==> config.mk <==
export PLATFORM = sky130hd
export DESIGN_NAME = change_dispenser_flat
export DESIGN_NICKNAME = d
export VERILOG_FILES = /design/src/rtl/change_dispenser_if.sv /design/src/rtl/change_dispenser.sv /design/src/flat_wrapper.sv
export SDC_FILE = /design/constraint.sdc
export NUM_CORES = 1
export LEC_CHECK = 0
export BUFFER_PORTS_ARGS = -buffer_cell sky130_fd_sc_hd__buf_2
export CAP_MARGIN = 20
export CORE_MARGIN = 10
export CORE_UTILIZATION = 45
export CTS_CLUSTER_SIZE = 8
export DETAILED_ROUTE_END_ITERATION = 10
export HOLD_SLACK_MARGIN = 0.05
export PLACE_DENSITY = 0.75
export SETUP_SLACK_MARGIN = 0.5
export SYNTH_ARGS = -nofsm -noshare
export SYNTH_HDL_FRONTEND = slang
export SYNTH_SLANG_ARGS = --single-unit
==> constraint.sdc <==
create_clock -name clk -period 2.9 [get_ports clk]
set_input_delay 0.29 -clock clk [delete_from_list [all_inputs] [get_ports clk]]
set_output_delay 0.29 -clock clk [all_outputs]
set_load 0.01 [all_outputs]
==> src/rtl/change_dispenser_if.sv <==
// Bundle of request, hopper and status signals between the vending FSM side and the dispenser.
// The master modport is the vending/hopper environment and the slave modport is the dispenser.
interface change_dispenser_if #(
  parameter int CNT_W = 8
);
  logic             req;
  logic             vend;
  logic [2:0]       amt;
  logic             hop_ack;
  logic             refill1;
  logic             refill2;
  logic             ready;
  logic             prod_pulse;
  logic             hop1_drive;
  logic             hop2_drive;
  logic             done;
  logic             short_err;
  logic             jam_err;
  logic [2:0]       owed;
  logic [CNT_W-1:0] one_cnt;
  logic [CNT_W-1:0] two_cnt;
  logic [15:0]      paid_total;

  modport master (
    output req, vend, amt, hop_ack, refill1, refill2,
    input  ready, prod_pulse, hop1_drive, hop2_drive, done, short_err, jam_err,
           owed, one_cnt, two_cnt, paid_total
  );

  modport slave (
    input  req, vend, amt, hop_ack, refill1, refill2,
    output ready, prod_pulse, hop1_drive, hop2_drive, done, short_err, jam_err,
           owed, one_cnt, two_cnt, paid_total
  );
endinterface

==> src/rtl/change_dispenser.sv <==
// Vend/change payout controller driving a $2 and a $1 hopper with per-coin ack and jam timeout.
// Optional macro CHANGE_AUDIT_EN enables the 16-bit paid_total accumulator (otherwise tied to 0).
module change_dispenser #(
  parameter int CNT_W       = 8,
  parameter int INIT_ONE    = 20,
  parameter int INIT_TWO    = 20,
  parameter int ACK_TIMEOUT = 15
) (
  input  logic              clk,
  input  logic              rst,
  change_dispenser_if.slave bus
);

  localparam logic [2:0] IDLE = 3'd0;
  localparam logic [2:0] PROD = 3'd1;
  localparam logic [2:0] SEL  = 3'd2;
  localparam logic [2:0] DRV1 = 3'd3;
  localparam logic [2:0] DRV2 = 3'd4;
  localparam logic [2:0] REL  = 3'd5;
  localparam logic [2:0] DONE = 3'd6;

  localparam int TO_W = $clog2(ACK_TIMEOUT);
  localparam logic [TO_W-1:0] TO_LAST = TO_W'(ACK_TIMEOUT - 1);

  logic [2:0]            state_reg, state_next;
  logic [2:0]            rem_reg, rem_next;
  logic [TO_W-1:0]       tmo_reg, tmo_next;
  logic                  short_reg, short_next;
  logic [2:0]            owed_reg, owed_next;
  logic                  jam_reg, jam_next;
  logic [1:0][CNT_W-1:0] inv;
  logic [1:0]            dec;
  logic [1:0]            clr;
  logic [1:0]            refill;
  logic                  is_two;
  logic [1:0]            coin_val;
  logic                  ack_take;

  assign refill   = {bus.refill2, bus.refill1};
  assign is_two   = (state_reg == DRV2);
  assign coin_val = is_two ? 2'd2 : 2'd1;
  assign ack_take = ((state_reg == DRV1) || (state_reg == DRV2)) && bus.hop_ack;

  always_comb begin
    state_next = state_reg;
    rem_next   = rem_reg;
    tmo_next   = tmo_reg;
    short_next = short_reg;
    owed_next  = owed_reg;
    jam_next   = jam_reg;
    dec        = 2'b00;
    clr        = 2'b00;
    case (state_reg)
      IDLE: begin
        if (bus.req) begin
          rem_next   = bus.amt;
          short_next = 1'b0;
          owed_next  = 3'd0;
          state_next = bus.vend ? PROD : SEL;
        end
      end
      PROD: state_next = SEL;
      SEL: begin
        tmo_next = '0;
        if (rem_reg >= 3'd2 && inv[1] != '0) begin
          state_next = DRV2;
        end else if (rem_reg >= 3'd1 && inv[0] != '0) begin
          state_next = DRV1;
        end else begin
          short_next = (rem_reg != 3'd0);
          owed_next  = rem_reg;
          state_next = DONE;
        end
      end
      DRV1, DRV2: begin
        if (bus.hop_ack) begin
          dec        = is_two ? 2'b10 : 2'b01;
          rem_next   = rem_reg - {1'b0, coin_val};
          state_next = REL;
        end else if (tmo_reg == TO_LAST) begin
          // A jammed hopper is treated as empty so SEL falls through to the other one.
          jam_next   = 1'b1;
          clr        = is_two ? 2'b10 : 2'b01;
          state_next = SEL;
        end else begin
          tmo_next = tmo_reg + 1'b1;
        end
      end
      REL: begin
        if (!bus.hop_ack) state_next = SEL;
      end
      DONE: state_next = IDLE;
      default: state_next = IDLE;
    endcase
  end

  always_ff @(posedge clk or posedge rst) begin
    if (rst) begin
      state_reg <= IDLE;
      rem_reg   <= 3'd0;
      tmo_reg   <= '0;
      short_reg <= 1'b0;
      owed_reg  <= 3'd0;
      jam_reg   <= 1'b0;
    end else begin
      state_reg <= state_next;
      rem_reg   <= rem_next;
      tmo_reg   <= tmo_next;
      short_reg <= short_next;
      owed_reg  <= owed_next;
      jam_reg   <= jam_next;
    end
  end

  // Index 0 is the $1 hopper, index 1 the $2 hopper; refill and payout together cancel.
  genvar gi;
  generate
    for (gi = 0; gi < 2; gi++) begin : g_hopper
      localparam int INIT_VAL = (gi == 0) ? INIT_ONE : INIT_TWO;
      logic [CNT_W-1:0] cnt_reg;
      always_ff @(posedge clk or posedge rst) begin
        if (rst) begin
          cnt_reg <= CNT_W'(INIT_VAL);
        end else if (clr[gi]) begin
          cnt_reg <= '0;
        end else if (refill[gi] && !dec[gi] && cnt_reg != '1) begin
          cnt_reg <= cnt_reg + 1'b1;
        end else if (dec[gi] && !refill[gi] && cnt_reg != '0) begin
          cnt_reg <= cnt_reg - 1'b1;
        end
      end
      assign inv[gi] = cnt_reg;
    end
  endgenerate

`ifdef CHANGE_AUDIT_EN
  logic [15:0] paid_reg;
  always_ff @(posedge clk or posedge rst) begin
    if (rst) begin
      paid_reg <= 16'd0;
    end else if (ack_take) begin
      paid_reg <= paid_reg + {14'd0, coin_val};
    end
  end
  assign bus.paid_total = paid_reg;
`else
  logic unused_audit;
  assign unused_audit   = ack_take;
  assign bus.paid_total = 16'd0;
`endif

  assign bus.ready      = (state_reg == IDLE);
  assign bus.prod_pulse = (state_reg == PROD);
  assign bus.hop1_drive = (state_reg == DRV1);
  assign bus.hop2_drive = (state_reg == DRV2);
  assign bus.done       = (state_reg == DONE);
  assign bus.short_err  = short_reg;
  assign bus.owed       = owed_reg;
  assign bus.jam_err    = jam_reg;
  assign bus.one_cnt    = inv[0];
  assign bus.two_cnt    = inv[1];

endmodule

==> src/flat_wrapper.sv <==
// flat-port wrapper written by rule: the top's interface ports become plain ports
module change_dispenser_flat 
#(
  parameter int CNT_W       = 8,
  parameter int INIT_ONE    = 20,
  parameter int INIT_TWO    = 20,
  parameter int ACK_TIMEOUT = 15
)
  (clk, rst, bus_req, bus_vend, bus_amt, bus_hop_ack, bus_refill1, bus_refill2, bus_ready, bus_prod_pulse, bus_hop1_drive, bus_hop2_drive, bus_done, bus_short_err, bus_jam_err, bus_owed, bus_one_cnt, bus_two_cnt, bus_paid_total);
  change_dispenser_if #(.CNT_W(CNT_W)) bus_i ();
  input  logic clk;
  input  logic rst;
  input wire logic [$bits(bus_i.req)-1:0] bus_req;
  input wire logic [$bits(bus_i.vend)-1:0] bus_vend;
  input wire logic [$bits(bus_i.amt)-1:0] bus_amt;
  input wire logic [$bits(bus_i.hop_ack)-1:0] bus_hop_ack;
  input wire logic [$bits(bus_i.refill1)-1:0] bus_refill1;
  input wire logic [$bits(bus_i.refill2)-1:0] bus_refill2;
  output wire logic [$bits(bus_i.ready)-1:0] bus_ready;
  output wire logic [$bits(bus_i.prod_pulse)-1:0] bus_prod_pulse;
  output wire logic [$bits(bus_i.hop1_drive)-1:0] bus_hop1_drive;
  output wire logic [$bits(bus_i.hop2_drive)-1:0] bus_hop2_drive;
  output wire logic [$bits(bus_i.done)-1:0] bus_done;
  output wire logic [$bits(bus_i.short_err)-1:0] bus_short_err;
  output wire logic [$bits(bus_i.jam_err)-1:0] bus_jam_err;
  output wire logic [$bits(bus_i.owed)-1:0] bus_owed;
  output wire logic [$bits(bus_i.one_cnt)-1:0] bus_one_cnt;
  output wire logic [$bits(bus_i.two_cnt)-1:0] bus_two_cnt;
  output wire logic [$bits(bus_i.paid_total)-1:0] bus_paid_total;
  assign bus_i.req = bus_req;
  assign bus_i.vend = bus_vend;
  assign bus_i.amt = bus_amt;
  assign bus_i.hop_ack = bus_hop_ack;
  assign bus_i.refill1 = bus_refill1;
  assign bus_i.refill2 = bus_refill2;
  assign bus_ready = bus_i.ready;
  assign bus_prod_pulse = bus_i.prod_pulse;
  assign bus_hop1_drive = bus_i.hop1_drive;
  assign bus_hop2_drive = bus_i.hop2_drive;
  assign bus_done = bus_i.done;
  assign bus_short_err = bus_i.short_err;
  assign bus_jam_err = bus_i.jam_err;
  assign bus_owed = bus_i.owed;
  assign bus_one_cnt = bus_i.one_cnt;
  assign bus_two_cnt = bus_i.two_cnt;
  assign bus_paid_total = bus_i.paid_total;
  change_dispenser #(.CNT_W(CNT_W), .INIT_ONE(INIT_ONE), .INIT_TWO(INIT_TWO), .ACK_TIMEOUT(ACK_TIMEOUT)) u_core (.clk(clk), .rst(rst), .bus(bus_i));
endmodule
==> Word-level counts from Yosys, hierarchy flattened <==
Cells that the tools add are included.
{ "op_classes": {"mux": 34, "order_cmp": 2, "eq_ne": 17, "n_shift": 0, "addsub": 6, "div_mod_pow": 0, "reduce_logical": 29, "mul": 0, "bitwise": 1} }
{ "ops": {"columns": ["cell", "n"], "rows": [
  ["2-to-1 mux 8 bit", 6],
  ["2-to-1 mux 3 bit", 11],
  ["adder 8 x 1 -> 8 bit, second input constant", 2],
  ["inequality test 8 bit, second input constant", 2],
  ["nonzero test 8 bit", 2],
  ["subtractor 8 x 1 -> 8 bit, second input constant", 2],
  ["case mux 3 bit (5 select lines)", 1],
  ["2-to-1 mux 2 bit", 7],
  ["inequality test 2 bit, second input constant", 7],
  ["case mux 3 bit (2 select lines)", 2],
  ["AND reduction 3 bit", 4],
  ["logical AND 1 bit", 10],
  ["== test 3 bit, second input constant", 3],
  ["nonzero test 3 bit", 3],
  ["2-to-1 mux 4 bit", 2],
  ["case mux 4 bit (2 select lines)", 1],
  ["== test 3 x 2 -> 1 bit, second input constant", 2],
  ["nonzero test 2 bit", 3],
  ["adder 4 x 1 -> 4 bit, second input constant", 1],
  ["== test 4 bit, second input constant", 1],
  ["zero test 1 bit", 4],
  ["AND reduction 4 bit", 1],
  ["== test 3 x 1 -> 1 bit, second input constant", 1],
  ["greater-or-equal comparator 3 x 1 -> 1 bit, second input constant", 1],
  ["other kinds (8)", 10]
]} }
{ "word_totals": {"ff_bits": 31, "input_bits": 10, "latch_bits": 0, "wordCells": 97, "mem_bits_ro": 0, "ramBits": 0, "out_inout_bits": 42, "memories": 0} }

==> Logic depth before layout (Yosys ltp) <==
Gate-level depths: netlist of the first run.
{ "depth": {"depth_word": 9, "mapped_depth": 10, "ltp_nobuf": 9} }

==> Least setup slack after synthesis of the first run <==
Ideal clock, no wire load.
{ "synth_path": {"path_type": "reg-to-reg", "from": "register u_core.g_hopper[1].cnt_reg[4] (netlist: u_core.bus.two_cnt[4])", "to": "register u_core.g_hopper[1].cnt_reg[6] (netlist: u_core.bus.two_cnt[6])", "setup_ns": 0.077, "synth_period_minus_slack_ns": 2.613, "path_slack_ns": 0.287, "n_path_buf": 0, "stages_incl_launch_ff": 9, "t_arrival_ns": 2.536, "required_time_ns": 2.823, "cell_sequence": "dfstp_2 -> nand4_1 -> o211ai_1 -> ha_1 -> nor2b_1 -> o31a_1 -> or4_1 -> a41o_1 -> a21oi_1"} }
{ "synth_between": {"elab_chain_cells": 4, "elab_cells_between_ends": 10, "cone_classes": "2 x add/sub; 1 x eq/ne; 3 x mux; 4 x reduce/logical"} }
{ "synth_rtl": {"columns": ["element", "line_no", "text"], "rows": [
  ["start, declared", "change_dispenser.sv:120", "logic [CNT_W-1:0] cnt_reg;"],
  ["start signal, assigned", "change_dispenser.sv:123", "cnt_reg <= CNT_W'(INIT_VAL);"],
  ["start signal, assigned", "change_dispenser.sv:127", "cnt_reg <= cnt_reg + 1'b1;"],
  ["start signal, assigned", "change_dispenser.sv:129", "cnt_reg <= cnt_reg - 1'b1;"],
  ["subtractor 8 x 1 -> 8 bit / inequality test 8 bit (equally long branches)", "change_dispenser.sv:129, change_dispenser.sv:126", null],
  ["2-to-1 mux 8 bit / logical AND 1 bit (equally long branches)", "change_dispenser.sv:128, change_dispenser.sv:126", null],
  ["2-to-1 mux 8 bit", "change_dispenser.sv:126", "end else if (refill[gi] && !dec[gi] && cnt_reg != '1) begin"],
  ["2-to-1 mux 8 bit", "change_dispenser.sv:124", "end else if (clr[gi]) begin"]
]} }
Parallel ways exist; a longest one is shown, timed or not. The select of a mux whose other input is x is not followed.
A chain may end at the register's enable or synchronous reset.

==> Worst setup path after layout of the first run <==
Same ends and word-level chain as after synthesis.

==> results of run 1 <==
## synthesized netlist by cell type, drive strengths merged, types with 2 or more instances
master,n,area [um^2]
inv,16,60.1
nor2b,3,18.8
a32o,2,20.0
nor4,2,12.5
and3,4,25.0
dfrtp,27,676
a31oi,2,12.5
xnor2,7,61.3
a21oi,20,100
o21a,3,22.5
dfstp,4,105
o21ai,18,90.1
or3,2,12.5
nand4,4,25.0
fa,3,60.1
nor3b,2,15.0
o211ai,8,60.1
a21o,3,22.5
ha,15,188
nor2,26,121
o31a,2,17.5
nand2,15,58.8
xor2,3,26.3
buf,20,148
nor3,10,60.1
mux2i,11,110
nand2b,6,37.5
nand3,7,40.0
a211oi,5,47.5
or4,3,30.0
## power breakdown
group          internal (W)  leakage [nW]  switching (W)  total (W)
registers          0.000633         0.378       0.000212   0.000845
clock network      0.000278        0.0612       0.000171   0.000449
logic               0.00107          1.05        0.00123    0.00229
total               0.00198          1.49        0.00161    0.00359
## stage by stage
stage          util, %  setup slack, ns  instance area, um^2
2_1_floorplan        -            0.312                 2570
3_3_place_gp      52.3            0.224                 2740
3_5_place_dp      52.3            0.145                 2740
4_1_cts           57.8            0.444                 3030
5_1_grt           59.8            0.278                 3130
6_report          59.8            0.409                 3130
## worst register-to-register path: stages (launching register included)
cell and delay, ns:
dfstp_2 0.54, nand4_1 0.10, o211ai_1 0.30, ha_1 0.34, nor2b_4 0.15, o31a_1 0.26, or4_1 0.40, a41o_1 0.19
a21oi_1 0.14
## layer usage
metal | part of all wire [%] | global-route usage (%) | vias up | routed length [um]
met5 | 0 | 0 | - | 0
met4 | 1.3 | 4.81 | 0 | 85
met3 | 6.7 | 4.48 | 8 | 448
met2 | 52 | 25.3 | 62 | 3470
met1 | 40 | 17.1 | 1105 | 2690
li1 | - | - | 1086 | -
## worst min-delay path by stage
stage	slack (ns)	from	cells after the start	endpoint
floorplan	0.39	rst	1	u_core.bus.jam_err
global placement	0.39	rst	3	u_core.bus.two_cnt[7]
detailed placement	0.40	rst	3	u_core.bus.two_cnt[7]
CTS	0.09	rst	3	u_core.tmo_reg[0]
global route	0.1	rst	3	u_core.bus.one_cnt[5]
finish	0.08	rst	3	u_core.bus.two_cnt[7]
## layout by cell type, fill, tap and decap left out, types with 3 or more instances in the layout
master and n:
inv_1 14, and3_1 4, o21ai_1 10, ha_4 5, nand4_1 4, ha_1 10
nand2b_1 5, dfstp_2 4, clkbuf_8 6, mux2i_1 11, nor3_1 6, conb_1 16
buf_4 24, a21oi_1 17, buf_2 35, a21oi_2 3, o211ai_1 8, xnor2_1 7
nand3_1 6, a211oi_2 3, dfrtp_1 26, xor2_1 3, o21ai_0 8, nor3_2 4
nor2_1 24, nand2_1 14, o21a_1 3, a21o_1 3
## what timing repair did
action                                 CTS  global route
hold buffers                             0             0
setup buffers                           14             5
setup endpoints to repair                6             6
cloned                                   0             0
pin swaps                               10            17
endpoints found under the hold margin    0             0
resized for setup                        9            15
## cell families (layout without fill, tap and decap cells)
family	after synthesis	in the layout	synth area share (%)
and+or+nand+nor	90	90	21.1
AOI/OAI and AO/OA	74	74	20.7
buffers and inverters	37	85	8.54
DFF	31	31	31.5
adders and majority gates	18	18	10.0
muxes	11	11	4.45
xor gates and xnor gates	10	10	3.54
other	1	16	0.151
## cell type report
cell class | instances | area (um^2)
Clock buffer | 6 | 82.6
Clock inverter | 2 | 35.0
Fill cell | 463 | 2100
Inverter | 16 | 62.6
Multi-Input combinational cell | 219 | 1700
Sequential cell | 31 | 782
Tap cell | 70 | 87.6
Timing Repair Buffer | 61 | 387
==> results.sh, run 1 <==
export IMPL_clockBufferDepth=2
export IMPL_cp_required_ns=3.11
export IMPL_drt_iter0_markers=119
export IMPL_dr_pass1_iters=4
export IMPL_cts_root_buf="clkbuf_8"
export IMPL_netlist_instances=272
export IMPL_initial_utilization_pct=47.3
export IMPL_worst_setup_path_end_kind="flip-flop"
export IMPL_synth_seq_cells=31
export IMPL_reg2reg_depth=8
export IMPL_hp_class="in2async"
export IMPL_grt_overflow_total=0
export IMPL_p_total_w=0.00359
export IMPL_setup_worst_path_end="u_core.bus.two_cnt[6]"
export IMPL_status="completed"
export IMPL_worstMarginPinSlew_ns=0.682
export IMPL_antenna_found_initial=0
export IMPL_synth_edf_count=0
export IMPL_cts_tree="built"
export IMPL_cts_buffers=5
export IMPL_power_leakage_nw=1.49
export IMPL_avgViaCountPerCell=5.58
export IMPL_synth_area_per_cell_um2=9.10
export IMPL_drive_gt1_share_pct=33.1
export IMPL_rr_endpoint="u_core.bus.two_cnt[6]"
export IMPL_crit_chain="nand4_1 > o211ai_1 > ha_1 > nor2b_4 > o31a_1 > or4_1 > a41o_1 > a21oi_1"
export IMPL_clk_latency_ns=0.29
export IMPL_syn2layout_area_growth_pct=26.5
export IMPL_routabilityCongestion=0.877
export IMPL_num_antenna_cells=0
export IMPL_yosysWarnings=0
export IMPL_wirelength_um=6690
export IMPL_rows=26
export IMPL_start_kind="flip-flop"
export IMPL_dpl_hpwl_um=4640
export IMPL_hold_viol_final=0
export IMPL_grt_pass1_vias=2233
export IMPL_setup_viol=0
export IMPL_slew_headroom_pct=54.3
export IMPL_cp_buffers_inverters=0
export IMPL_die_area_um2=8870
export IMPL_power_density_nw_per_um2=1150
export IMPL_drc=0
export IMPL_worstPathMaxFanout=4
export IMPL_maxCapViolations=0
export IMPL_peakVddDrop_mv=0.728
export IMPL_chipWidth_um=94.2
export IMPL_core_area_um2=5240
export IMPL_crit_start="u_core.bus.two_cnt[4]"
export IMPL_track_usage_pct=14.8
export IMPL_htree_levels=2
export IMPL_yosysUniqueCellTypes=59
export IMPL_final_antenna_net_count=0
export IMPL_hold_slack_ns=0.0766
export IMPL_min_period_ns=2.49
export IMPL_synth_area_um2=2480
export IMPL_crit_type="reg2reg"
export IMPL_max_stage_delay_ns=0.54
export IMPL_grt_max_degree=32
export IMPL_ys_flop_type="dfrtp_1"
export IMPL_portBuffers=35
export IMPL_seq_area_frac_synth_pct=31.5
export IMPL_cts_sinks=31
export IMPL_rrSetupSlack_ns=0.41
export IMPL_finClkSkew_ns=0.00795
export IMPL_routedWlPerCell_um=16.5
export IMPL_max_freq_ghz=0.401
export IMPL_vias=2261
export IMPL_io_pins=52
export IMPL_clk_pin_slew_ns=0.07
export IMPL_rsz0062_at_grt="true"
export IMPL_final_cells=405
export IMPL_crit_slowest_cell="dfstp_2"
export IMPL_finalSetupTns_ns=0
export IMPL_cp_data_arrival_time_ns=2.70
export IMPL_drv_slew=0
export IMPL_cp_depth=8
export IMPL_fin_crit_sh_pct=85.9
export IMPL_dp_cells=378
export IMPL_synthArstFlopShare_pct=100
export IMPL_cpLargestDelayFamily="compound AO/OA/AOI/OAI gates"
export IMPL_r2r_start="u_core.bus.two_cnt[4]"
export IMPL_dieHeight_um=94.2
export IMPL_grt_pass1_wl_um=10600
export IMPL_nets=362
No activity file was read; power rests on OpenSTA's default activity.
==> run 2: changes to the inputs <==
Settings changed: CORE_UTILIZATION 45 to 55, PLACE_DENSITY 0.75 to 0.8.
==> run 2 against run 1 <==
  * First-iteration DRC count unchanged
  * Routed wire length down 3.1%
  * Sequential power fell by 5.2%
  * Global-route usage grew 2.3 points
  * Largest cell class unchanged
==> results.sh, run 2 (synthesized netlist as in run 1, its figures left out) <==
export IMPL_crit_type="reg2reg"
export IMPL_seq_area_um2=785
export IMPL_p_int_w=0.00198
export IMPL_setup_viol=0
export IMPL_slew_headroom_pct=54.9
export IMPL_hold_viol_final=0
export IMPL_routedWlPerCell_um=16.6
export IMPL_drc=0
export IMPL_portBuffers=35
export IMPL_dr_pass1_iters=4
export IMPL_grt_max_degree=32
export IMPL_layout_common_cells="buf_2, buf_4, nor2_1, dfrtp_1, a21oi_1"
export IMPL_drv_slew=0
export IMPL_switchingPower_w=0.00161
export IMPL_dpl_hpwl_um=4480
export IMPL_grt_overflow_total=0
export IMPL_min_period_ns=2.58
export IMPL_num_antenna_cells=0
export IMPL_clk_pin_slew_ns=0.07
export IMPL_drive_gt1_share_pct=33.3
export IMPL_status="completed"
export IMPL_p_comb_share_pct=65.0
export IMPL_clockBufferDepth=2
export IMPL_worst_setup_path_end_kind="flip-flop"
export IMPL_core_area_um2=4350
export IMPL_grt_pass1_vias=2309
export IMPL_layout_commonest_cell="buf_2"
export IMPL_routabilityCongestion=0.901
export IMPL_finalSetupTns_ns=0
export IMPL_rr_endpoint="u_core.bus.one_cnt[7]"
export IMPL_die_area_um2=7590
export IMPL_grt_pass1_wl_um=10600
export IMPL_cts_sinks=31
export IMPL_antenna_found_initial=0
export IMPL_multi_input_area_um2=1670
export IMPL_reg2reg_depth=9
export IMPL_hold_slack_ns=0.0744
export IMPL_track_usage_pct=17.1
export IMPL_drt_iter0_markers=119
export IMPL_fin_crit_sh_pct=89.0
export IMPL_hp_class="in2async"
export IMPL_power_leakage_nw=1.50
export IMPL_dieHeight_um=87.1
export IMPL_ctsHoldBuffers=0
export IMPL_rows=24
export IMPL_wirelength_um=6480
export IMPL_nets=366
export IMPL_vias=2310
export IMPL_cts_buffers=5
export IMPL_syn2layout_area_growth_pct=25.6
export IMPL_cp_required_ns=3.07
export IMPL_finClkSkew_ns=0.00502
export IMPL_final_fill_count=312
export IMPL_rsz0062_at_grt="true"
export IMPL_r2r_start="u_core.bus.one_cnt[4]"
export IMPL_rrSetupSlack_ns=0.32
export IMPL_final_antenna_net_count=0
export IMPL_clk_latency_ns=0.29
export IMPL_p_clk_share_pct=12.7
export IMPL_switching_share_pct=44.8
export IMPL_start_kind="flip-flop"
export IMPL_initial_utilization_pct=56.9
export IMPL_p_seq_share_pct=22.3
export IMPL_io_pins=52
export IMPL_power_density_nw_per_um2=1150
export IMPL_cts_root_buf="clkbuf_8"
export IMPL_worstMarginPinSlew_ns=0.673
export IMPL_worstPathMaxFanout=4
export IMPL_chipWidth_um=87.1
export IMPL_max_freq_ghz=0.388
export IMPL_peakVddDrop_mv=0.757
export IMPL_avgViaCountPerCell=5.91
export IMPL_maxCapViolations=0
export IMPL_cp_data_arrival_time_ns=2.75
export IMPL_cts_tree="built"
export IMPL_htree_levels=2
run 2: worst max-delay path by stage:
stage / slack (ns) / startpoint / to
detailed placement: 0.22 / u_core.bus.one_cnt[2] / u_core.bus.one_cnt[6]
global placement: 0.33 / u_core.bus.one_cnt[2] / u_core.bus.one_cnt[6]
floorplan: 0.31 / u_core.bus.two_cnt[4] / u_core.bus.two_cnt[6]
global route: 0.20 / u_core.bus.one_cnt[2] / u_core.bus.one_cnt[7]
finish: 0.32 / u_core.bus.one_cnt[4] / u_core.bus.one_cnt[7]
CTS: 0.42 / u_core.bus.one_cnt[2] / u_core.bus.one_cnt[6]
run 2: cell type report:
| type | instances | area share, % |
|---|---|---|
| multi-input combinational | 219 | 53.7 |
| tap | 52 | 2.09 |
| clock buffer | 6 | 2.65 |
| sequential | 31 | 25.2 |
| inverter | 16 | 2.01 |
| clock inverter | 2 | 1.13 |
| timing repair buffer | 65 | 13.2 |
run 2: power by group through the flow:
stage	combinational [W]	clock, W	sequential, W
6_report	0.00233	0.000454	0.000801
5_1_grt	0.00259	0.000480	0.000818
4_1_cts	0.00219	0.000468	0.000788
3_5_place_dp	0.00189	0	0.000860
3_3_place_gp	0.00184	0	0.000855
2_1_floorplan	0.00140	0	0.000871
run 2: repair_timing:
item / CTS / global route
endpoints found under the hold margin: 0 / 0
setup buffers: 18 / 3
resized for setup: 11 / 14
setup endpoints to repair: 5 / 5
pin swaps: 10 / 18
run 2: critical path, stage by stage (launching register included):
cell and delay, ns:
dfstp_2 0.53, nand4_1 0.16, o221ai_4 0.28, buf_6 0.16, ha_4 0.20, o211ai_1 0.22, o211ai_1 0.22, a2111oi_4 0.43
o21ai_1 0.09, nor3b_2 0.16
run 2: routing by layer:
| metal | global-route usage, % | vias to the layer above | share of wire (%) | routed length [um] |
|---|---|---|---|---|
| met1 | 21.8 | 1121 | 44 | 2830 |
| met3 | 4.78 | 11 | 6.9 | 450 |
| met2 | 26.5 | 80 | 48 | 3090 |
| met5 | 0 | - | 0 | 0 |
| li1 | - | 1098 | - | - |
| met4 | 7.39 | 0 | 1.6 | 105 |
run 2: metrics by stage:
stage	instance area, um^2	instances	total power (W)	utilization, %	setup slack (ns)
2_1_floorplan	2570	287	0.00227	-	0.312
3_3_place_gp	2730	362	0.00270	62.7	0.328
3_5_place_dp	2730	362	0.00275	62.7	0.220
4_1_cts	3040	388	0.00344	69.7	0.417
5_1_grt	3110	391	0.00388	71.4	0.203
6_report	3110	391	0.00358	71.4	0.320
